<file path="src/rtl/seq_det_pkg.sv">
// Shared types and constants for the programmable serial pattern detector.
package seq_det_pkg;

  // Detector FSM states
  typedef enum logic [1:0] {
    ST_FILL  = 2'd0,
    ST_ARMED = 2'd1,
    ST_MATCH = 2'd2,
    ST_ERR   = 2'd3
  } state_e;

  // Width of a length field able to hold 0..max_len (and max_len+1 transiently)
  function automatic int len_width(input int max_len);
    return $clog2(max_len) + 1;
  endfunction

  localparam int         DEF_MAX_LEN      = 8;
  localparam int         DEF_CNT_W        = 8;
  localparam int         DEF_LEN          = 4;
  localparam logic [3:0] DEF_PATTERN_BITS = 4'b1011;

endpackage

</file>
<file path="src/rtl/param_seq_detector_sat_counter.sv">
// Saturating up-counter with synchronous clear; holds at all-ones.
module sat_counter #(
  parameter int WIDTH = 8
) (
  input  logic             clock,
  input  logic             reset,
  input  logic             clr,
  input  logic             inc,
  output logic [WIDTH-1:0] count
);

  logic [WIDTH-1:0] count_r;

  // Count accepted increments, stopping at the maximum value
  always_ff @(posedge clock) begin
    if (reset || clr) begin
      count_r <= {WIDTH{1'b0}};
    end else if (inc && (count_r != {WIDTH{1'b1}})) begin
      count_r <= count_r + WIDTH'(1);
    end else begin
      count_r <= count_r;
    end
  end

  assign count = count_r;

endmodule

</file>
<file path="src/rtl/param_seq_detector.sv">
// Runtime-programmable serial bit-pattern detector with Moore detect output,
// overlap/non-overlap modes and a saturating match counter.
module param_seq_detector
  import seq_det_pkg::*;
#(
  parameter int                   MAX_LEN         = DEF_MAX_LEN,
  parameter int                   CNT_W           = DEF_CNT_W,
  parameter logic [MAX_LEN-1:0]   DEFAULT_PATTERN = MAX_LEN'(DEF_PATTERN_BITS),
  parameter int                   DEFAULT_LEN     = DEF_LEN,
  parameter int                   LEN_W           = len_width(MAX_LEN)
) (
  input  logic               clock,
  input  logic               reset,
  input  logic               sequence_in,
  input  logic               in_valid,
  input  logic               cfg_load,
  input  logic [MAX_LEN-1:0] cfg_pattern,
  input  logic [LEN_W-1:0]   cfg_len,
  input  logic               cfg_overlap,
  output logic               detector_out,
  output logic [CNT_W-1:0]   match_count,
  output logic               cfg_err
);

  state_e             state_r;
  logic [MAX_LEN-1:0] hist_r;
  logic [LEN_W-1:0]   fill_r;
  logic [MAX_LEN-1:0] pat_r;
  logic [LEN_W-1:0]   len_r;
  logic               ovl_r;
  logic               det_r;
  logic               err_r;

  logic [MAX_LEN-1:0] hist_n_s;
  logic [LEN_W-1:0]   fill_n_s;
  logic [MAX_LEN-1:0] mask_s;
  logic               hit_s;
  logic               accept_s;
  logic               cfg_bad_s;

  // Next history/fill values and pattern compare for the bit on the input
  always_comb begin
    hist_n_s = (hist_r << 1) | MAX_LEN'(sequence_in);
    if ((fill_r + LEN_W'(1)) >= len_r) begin
      fill_n_s = len_r;
    end else begin
      fill_n_s = fill_r + LEN_W'(1);
    end
    mask_s = {MAX_LEN{1'b0}};
    for (int i = 0; i < MAX_LEN; i++) begin
      mask_s[i] = (LEN_W'(i) < len_r);
    end
    hit_s     = (fill_n_s == len_r) && (((hist_n_s ^ pat_r) & mask_s) == {MAX_LEN{1'b0}});
    accept_s  = in_valid && !cfg_load && (state_r != ST_ERR);
    cfg_bad_s = (cfg_len == {LEN_W{1'b0}}) || (cfg_len > LEN_W'(MAX_LEN));
  end

  // Detector FSM: configuration, history shift and registered detect/error flags
  always_ff @(posedge clock) begin
    if (reset) begin
      state_r <= ST_FILL;
      hist_r  <= {MAX_LEN{1'b0}};
      fill_r  <= {LEN_W{1'b0}};
      pat_r   <= DEFAULT_PATTERN;
      len_r   <= LEN_W'(DEFAULT_LEN);
      ovl_r   <= 1'b1;
      det_r   <= 1'b0;
      err_r   <= 1'b0;
    end else if (cfg_load) begin
      // Load wins over any data bit presented in the same cycle
      pat_r  <= cfg_pattern;
      len_r  <= cfg_len;
      ovl_r  <= cfg_overlap;
      hist_r <= {MAX_LEN{1'b0}};
      fill_r <= {LEN_W{1'b0}};
      det_r  <= 1'b0;
      if (cfg_bad_s) begin
        state_r <= ST_ERR;
        err_r   <= 1'b1;
      end else begin
        state_r <= ST_FILL;
        err_r   <= 1'b0;
      end
    end else if (accept_s) begin
      hist_r <= hist_n_s;
      if (hit_s) begin
        state_r <= ST_MATCH;
        det_r   <= 1'b1;
        // Non-overlap mode needs a full pattern of fresh bits for the next hit
        fill_r  <= ovl_r ? len_r : {LEN_W{1'b0}};
      end else begin
        state_r <= (fill_n_s == len_r) ? ST_ARMED : ST_FILL;
        det_r   <= 1'b0;
        fill_r  <= fill_n_s;
      end
    end else begin
      state_r <= state_r;
      hist_r  <= hist_r;
      fill_r  <= fill_r;
      det_r   <= det_r;
      err_r   <= err_r;
    end
  end

  sat_counter #(
    .WIDTH (CNT_W)
  ) u_match_cnt (
    .clock (clock),
    .reset (reset),
    .clr   (cfg_load),
    .inc   (accept_s && hit_s),
    .count (match_count)
  );

  assign detector_out = det_r;
  assign cfg_err      = err_r;

endmodule

</file>
<file path="config.mk">
export PLATFORM = sky130hd
export DESIGN_NAME = param_seq_detector
export DESIGN_NICKNAME = d
export VERILOG_FILES = /design/src/rtl/seq_det_pkg.sv /design/src/rtl/param_seq_detector_sat_counter.sv /design/src/rtl/param_seq_detector.sv
export SDC_FILE = /design/constraint.sdc
export NUM_CORES = 1
export LEC_CHECK = 0
export ABC_AREA = 1
export BUFFER_PORTS_ARGS = -buffer_cell sky130_fd_sc_hd__buf_2
export CORE_ASPECT_RATIO = 1.2
export CORE_MARGIN = 1.5
export CORE_UTILIZATION = 50
export DETAILED_ROUTE_END_ITERATION = 6
export GPL_ROUTABILITY_DRIVEN = 0
export MAX_ROUTING_LAYER = met4
export PLACE_DENSITY = 0.78
export SLEW_MARGIN = 10
export SYNTH_ARGS = -nofsm -noshare
export SYNTH_HDL_FRONTEND = slang
export SYNTH_SLANG_ARGS = --single-unit
</file>
<file path="constraint.sdc">
create_clock -name clock -period 2.4 [get_ports clock]
set_input_delay 0.36 -clock clock [delete_from_list [all_inputs] [get_ports clock]]
set_output_delay 0.36 -clock clock [all_outputs]
set_load 0.05 [all_outputs]
</file>
# Yosys cells after proc, flatten, opt, wreduce, memory -nomap -nowiden
# Cells that the tools add are included.
# op_classes
add_sub_neg	2
n_lt_le_gt_ge	10
eq_ne	3
n_mux	10
bitwise_logic	3
reduce_logical	12
# op_table
operator	count
3-bit by 4-bit less-than comparator with 1-bit output (first input constant)	4
4-bit two-way mux	3
8-bit by 1-bit adder with 8-bit output (second input constant)	1
8-bit AND	1
8-bit zero test	1
1-bit by 4-bit less-than comparator with 1-bit output (first input constant)	2
2-bit by 4-bit less-than comparator with 1-bit output (first input constant)	2
2-bit two-way mux	4
8-bit != test (second input constant)	1
8-bit by 1-bit OR with 8-bit output	1
8-bit XOR	1
1-bit logical AND	5
4-bit by 1-bit adder with 4-bit output (second input constant)	1
4-bit equality test	1
4-bit >= comparator	1
4-bit greater-than comparator (second input constant)	1
4-bit zero test	1
1-bit two-way mux	3
1-bit logical OR	2
2-bit != test (second input constant)	1
2-bit nonzero test	1
2-bit OR reduction	1
1-bit zero test	1
# totals
register_bits	36
input_bits	18

# Longest topological paths before layout
# depth
ltp_word	8
ltp_mapped	16
ltp_nobuf	16

# Modules after synthesis
# From an unflattened synthesis, not the netlist that was laid out.
# hier_totals
cells_unflattened	287
area_unflattened_um2	1999.4
# by_module_without_submodules
mod	n_inst	cells_each	area_each_um2
param_seq_detector	1	220	1551.5
sat_counter	1	67	447.9

# Worst setup path after synthesis
# OpenSTA, ideal clock, no wires.
# synth_timing
path_type	register -> register
from	register fill_r[0]
to	register u_match_cnt.count_r[3], in the netlist u_match_cnt.count[3]
arrival_time_ns	2.215
required_ns	2.283
path_slack_ns	0.068
path_stages_with_launch	17
n_path_buf	1
cell_sequence	dfxtp_1 -> ha_1 -> xnor2_1 -> inv_1 -> ha_1 -> nand2_1 -> clkinv_2 -> nand2_4 -> nand3_2 -> nand2_1 -> a21oi_4 -> nand3_4 -> nor2_4 -> buf_8 -> nand3_1 -> nand2_1 -> nor2_1
# synth_via
elab_chain_cells	7
# synth_lines
item	line	source
start: declaration	param_seq_detector.sv:27	logic [LEN_W-1:0] fill_r;
start signal: assignment	param_seq_detector.sv:63	fill_r <= {LEN_W{1'b0}};
start signal: assignment	param_seq_detector.sv:75	fill_r <= {LEN_W{1'b0}};
start signal: assignment	param_seq_detector.sv:90	fill_r <= ovl_r ? len_r : {LEN_W{1'b0}};
4-bit by 1-bit adder with 4-bit output *	param_seq_detector.sv:44, param_seq_detector.sv:47	
4-bit >= comparator	param_seq_detector.sv:44	if ((fill_r + LEN_W'(1)) >= len_r) begin
4-bit two-way mux *	param_seq_detector.sv:44	
4-bit equality test *	param_seq_detector.sv:53	hit_s = (fill_n_s == len_r) && (((hist_n_s ^ pat_r) & mask_s) == {MAX_LEN{1'b0}});
1-bit logical AND *	param_seq_detector.sv:53	
1-bit logical AND *	param_seq_detector.sv:111	.inc (accept_s && hit_s),
1-bit logical AND *	param_seq_detector_sat_counter.sv:18	end else if (inc && (count_r != {WIDTH{1'b1}})) begin
end signal: assignment	param_seq_detector_sat_counter.sv:17	count_r <= {WIDTH{1'b0}};
end signal: assignment	param_seq_detector_sat_counter.sv:19	count_r <= count_r + WIDTH'(1);
end signal: assignment	param_seq_detector_sat_counter.sv:21	count_r <= count_r;
end: declaration	param_seq_detector_sat_counter.sv:12	logic [WIDTH-1:0] count_r;
# Mark *: on every way between the ends. The rest lies on a longest branch, timed or not.
# A chain may end at the register's enable or synchronous reset.

# Final worst setup path
# layout_timing
from	register fill_r[0]
to	register u_match_cnt.count_r[0], in the netlist u_match_cnt.count[0]
# The elaborated chain is that of the path after synthesis.

==> impl_metrics.env <==
export IMPL_cts_made_buffers=5
export IMPL_finalPower_mw=1.29
export IMPL_synth_top_area_share=0.342
export IMPL_antennaDiodeCount=0
export IMPL_hold_class="in2reg"
export IMPL_finalNetCount=361
export IMPL_seqPwrFrac=0.498
export IMPL_antenna_left=0
export IMPL_internal_power_mw=0.917
export IMPL_fp_row_count=25
export IMPL_drc=0
export IMPL_ys_seq_elements=36
export IMPL_fill_cells=404
export IMPL_fmax_mhz=443
export IMPL_dr_pass1_iters=6
export IMPL_die_h_um=74.1
export IMPL_finalSetupViolCount=0
export IMPL_drive_gt1_frac=0.297
export IMPL_fin_setup_tns_ps=0
export IMPL_synth_cell_types=35
export IMPL_via_count=2081
export IMPL_clkPwrFrac=0.306
export IMPL_p_switching_mw=0.376
export IMPL_die_area_um2=4610
export IMPL_ys_async_sr_fraction=0
export IMPL_ys_warn_count=0
export IMPL_powerDensity_nw_per_um2=501
export IMPL_place_detailed_hpwl_um=3720
export IMPL_synth_flop_cell="dfxtp_1"
export IMPL_critPathLaunchType="register"
export IMPL_pre_cts_slack_ps=-94.1
export IMPL_skew_ps=6.78
export IMPL_clock_path_buffers=2
export IMPL_yosys_area_top_type="dfxtp_1"
export IMPL_status="finished, final reports clean"
export IMPL_combinationalPowerShare=0.196
export IMPL_dpl_cell_area_um2=2360
export IMPL_worst_slack_ps=144
export IMPL_routed_wl_um=5150
export IMPL_grt_ovfl_total=0
export IMPL_vdd_drop_max_mv=0.450
export IMPL_grt_max_degree=18
export IMPL_seq_area_um2=728
export IMPL_clk_insertion_delay_late_ps=280
export IMPL_viasPerCell=5.32
export IMPL_ys_seq_area_frac=0.342
export IMPL_stdcell_area_um2=2580
export IMPL_first_iter_violations=86
export IMPL_antenna_found_initial=0
export IMPL_grt_pass1_wl_um=8830
export IMPL_synth_cells=290
export IMPL_clockRootBuffer="clkbuf_8"
export IMPL_finalCritPeriodShare=0.940
export IMPL_io_buffers=27
export IMPL_synth_avg_cell_area_um2=7.26
export IMPL_synthTopCellsByArea="dfxtp_1 34%, nand2_1 11%, nor2_1 5.2%, nand3_1 5.0%, o21ai_0 5.0%"
export IMPL_multi_input_area_um2=1290
export IMPL_yosysMostFrequentCell="nand2_1"
export IMPL_critPathKind="reg2reg"
export IMPL_yosys_top_cells_count="62 x nand2_1, 36 x dfxtp_1, 29 x nor2_1"
export IMPL_rsz0062_at_grt="yes"
export IMPL_syn_nets=314
export IMPL_path_clk_slew_ps=70
export IMPL_cts_tree="yes"
export IMPL_finalHoldViolCount=0
export IMPL_clock_sinks=36
export IMPL_fin_crit_ps=2260
export IMPL_maxSlewViolCount=0
export IMPL_maxSlewHeadroom=0.736
export IMPL_power_share_switching=0.291
export IMPL_die_w_um=62.2
export IMPL_cp_max_fo=5
export IMPL_grt_usage=0.248
export IMPL_ios=28
export IMPL_initial_core_util=0.526
export IMPL_worstPathArrival_ps=2430
export IMPL_core_area_um2=4000
export IMPL_leakagePower_nw=1.19
export IMPL_netlist_area_um2=2100
export IMPL_drv_cap=0
export IMPL_cts_max_level=2
export IMPL_grt_pass1_vias=2065
export IMPL_area_growth_pct=22.7
export IMPL_cp_data_required_time_ps=2580
export IMPL_critPathCaptureType="register"
export IMPL_max_slew_worst_pin_slew_ps=395
export IMPL_synth_edf_count=0
export IMPL_wl_per_cell_um=13.2
layout make-up:
type / count / share of cell area
Multi-Input combinational cell: 216 / 0.501
Sequential cell: 36 / 0.282
Clock buffer: 6 / 0.0281
Inverter: 29 / 0.0426
Timing Repair Buffer: 49 / 0.118
Tap cell: 54 / 0.0262
Clock inverter: 1 / 0.00194
critical path: stages, from the launching register on:
cell and delay, ps:
dfxtp_4 370, ha_4 180, xnor2_4 170, inv_2 70
ha_4 270, nand2_2 50, clkinv_2 60, nand2_2 60
nand3_4 70, o21ai_2 80, a21oi_4 190, nand3_4 90
nor2_4 140, buf_4 150, nand3_1 60, nand2_1 80
nor2_1 50
state kept, by name, summed over array words and instances (netlist names):
name,count
pat_r,8
u_match_cnt.count,8
hist_r,7
fill_r,4
len_r,4
state_r,2
cfg_err,1
detector_out,1
ovl_r,1
through the flow:
step | utilization | hold slack [ps] | std cells
global placement | 0.589 | 440 | 376
finish | 0.645 | 286 | 391
global route | 0.645 | 303 | 391
CTS | 0.621 | 286 | 388
floorplan | - | 448 | 290
detailed placement | 0.589 | 445 | 376
path summary, 6_finish.rpt:
path	slack, ps	cells past startpoint	to	from
worst max-delay path	140	16	u_match_cnt.count[0]	fill_r[0]
worst min register to register	470	2	detector_out	detector_out
worst max register to register	140	16	u_match_cnt.count[0]	fill_r[0]
worst min-delay path	290	3	pat_r[1]	cfg_pattern[1]
per-layer routing:
metal	track usage	wire length [µm]
met5	-	0
met1	0.267	2230
met4	0.104	116
met2	0.463	2660
met3	0.0363	137
power by group through the flow:
| stage | Clock [mW] | Sequential (mW) | Combinational, mW |
|---|---|---|---|
| final | 0.396 | 0.644 | 0.253 |
| after global routing | 0.421 | 0.647 | 0.285 |
| after CTS | 0.401 | 0.644 | 0.239 |
| after detailed placement | 0 | 0.657 | 0.235 |
| after global placement | 0 | 0.656 | 0.228 |
| after floorplan | 0 | 0.655 | 0.163 |
repair_timing:
| item | CTS | global route |
|---|---|---|
| pin swaps | 2 | 15 |
| gates resized for setup | 3 | 17 |
| hold buffers | 0 | 0 |
| setup endpoints to repair | 6 | 14 |
| setup buffers | 5 | 3 |
logic make-up after synthesis:
| logic type | count (synthesis) | synth area share |
|---|---|---|
| simple gates | 146 | 0.344 |
| compound gates | 54 | 0.159 |
| buf+inv | 38 | 0.0773 |
| flops | 36 | 0.342 |
| xor+xnor | 10 | 0.0416 |
| fa+ha+maj | 6 | 0.0357 |
placed cells by master (no fill, tap or decap), types with 2 or more instances in the layout:
cell	n
a21oi_1	15
nand4_1	16
nand3_2	2
a21boi_0	2
nand4_2	2
nand2_1	58
a21oi_2	5
xor2_1	9
ha_1	3
buf_2	27
nor2_1	28
inv_1	21
inv_2	7
nand3_4	2
o21ai_0	21
clkbuf_8	5
o21ai_1	2
clkinv_2	2
buf_4	21
ha_4	3
dfxtp_1	32
nor2_4	4
dfxtp_2	3
a21oi_4	2
nand3_1	21
nand2_2	10
No activity file was read; power rests on OpenSTA's default activity.
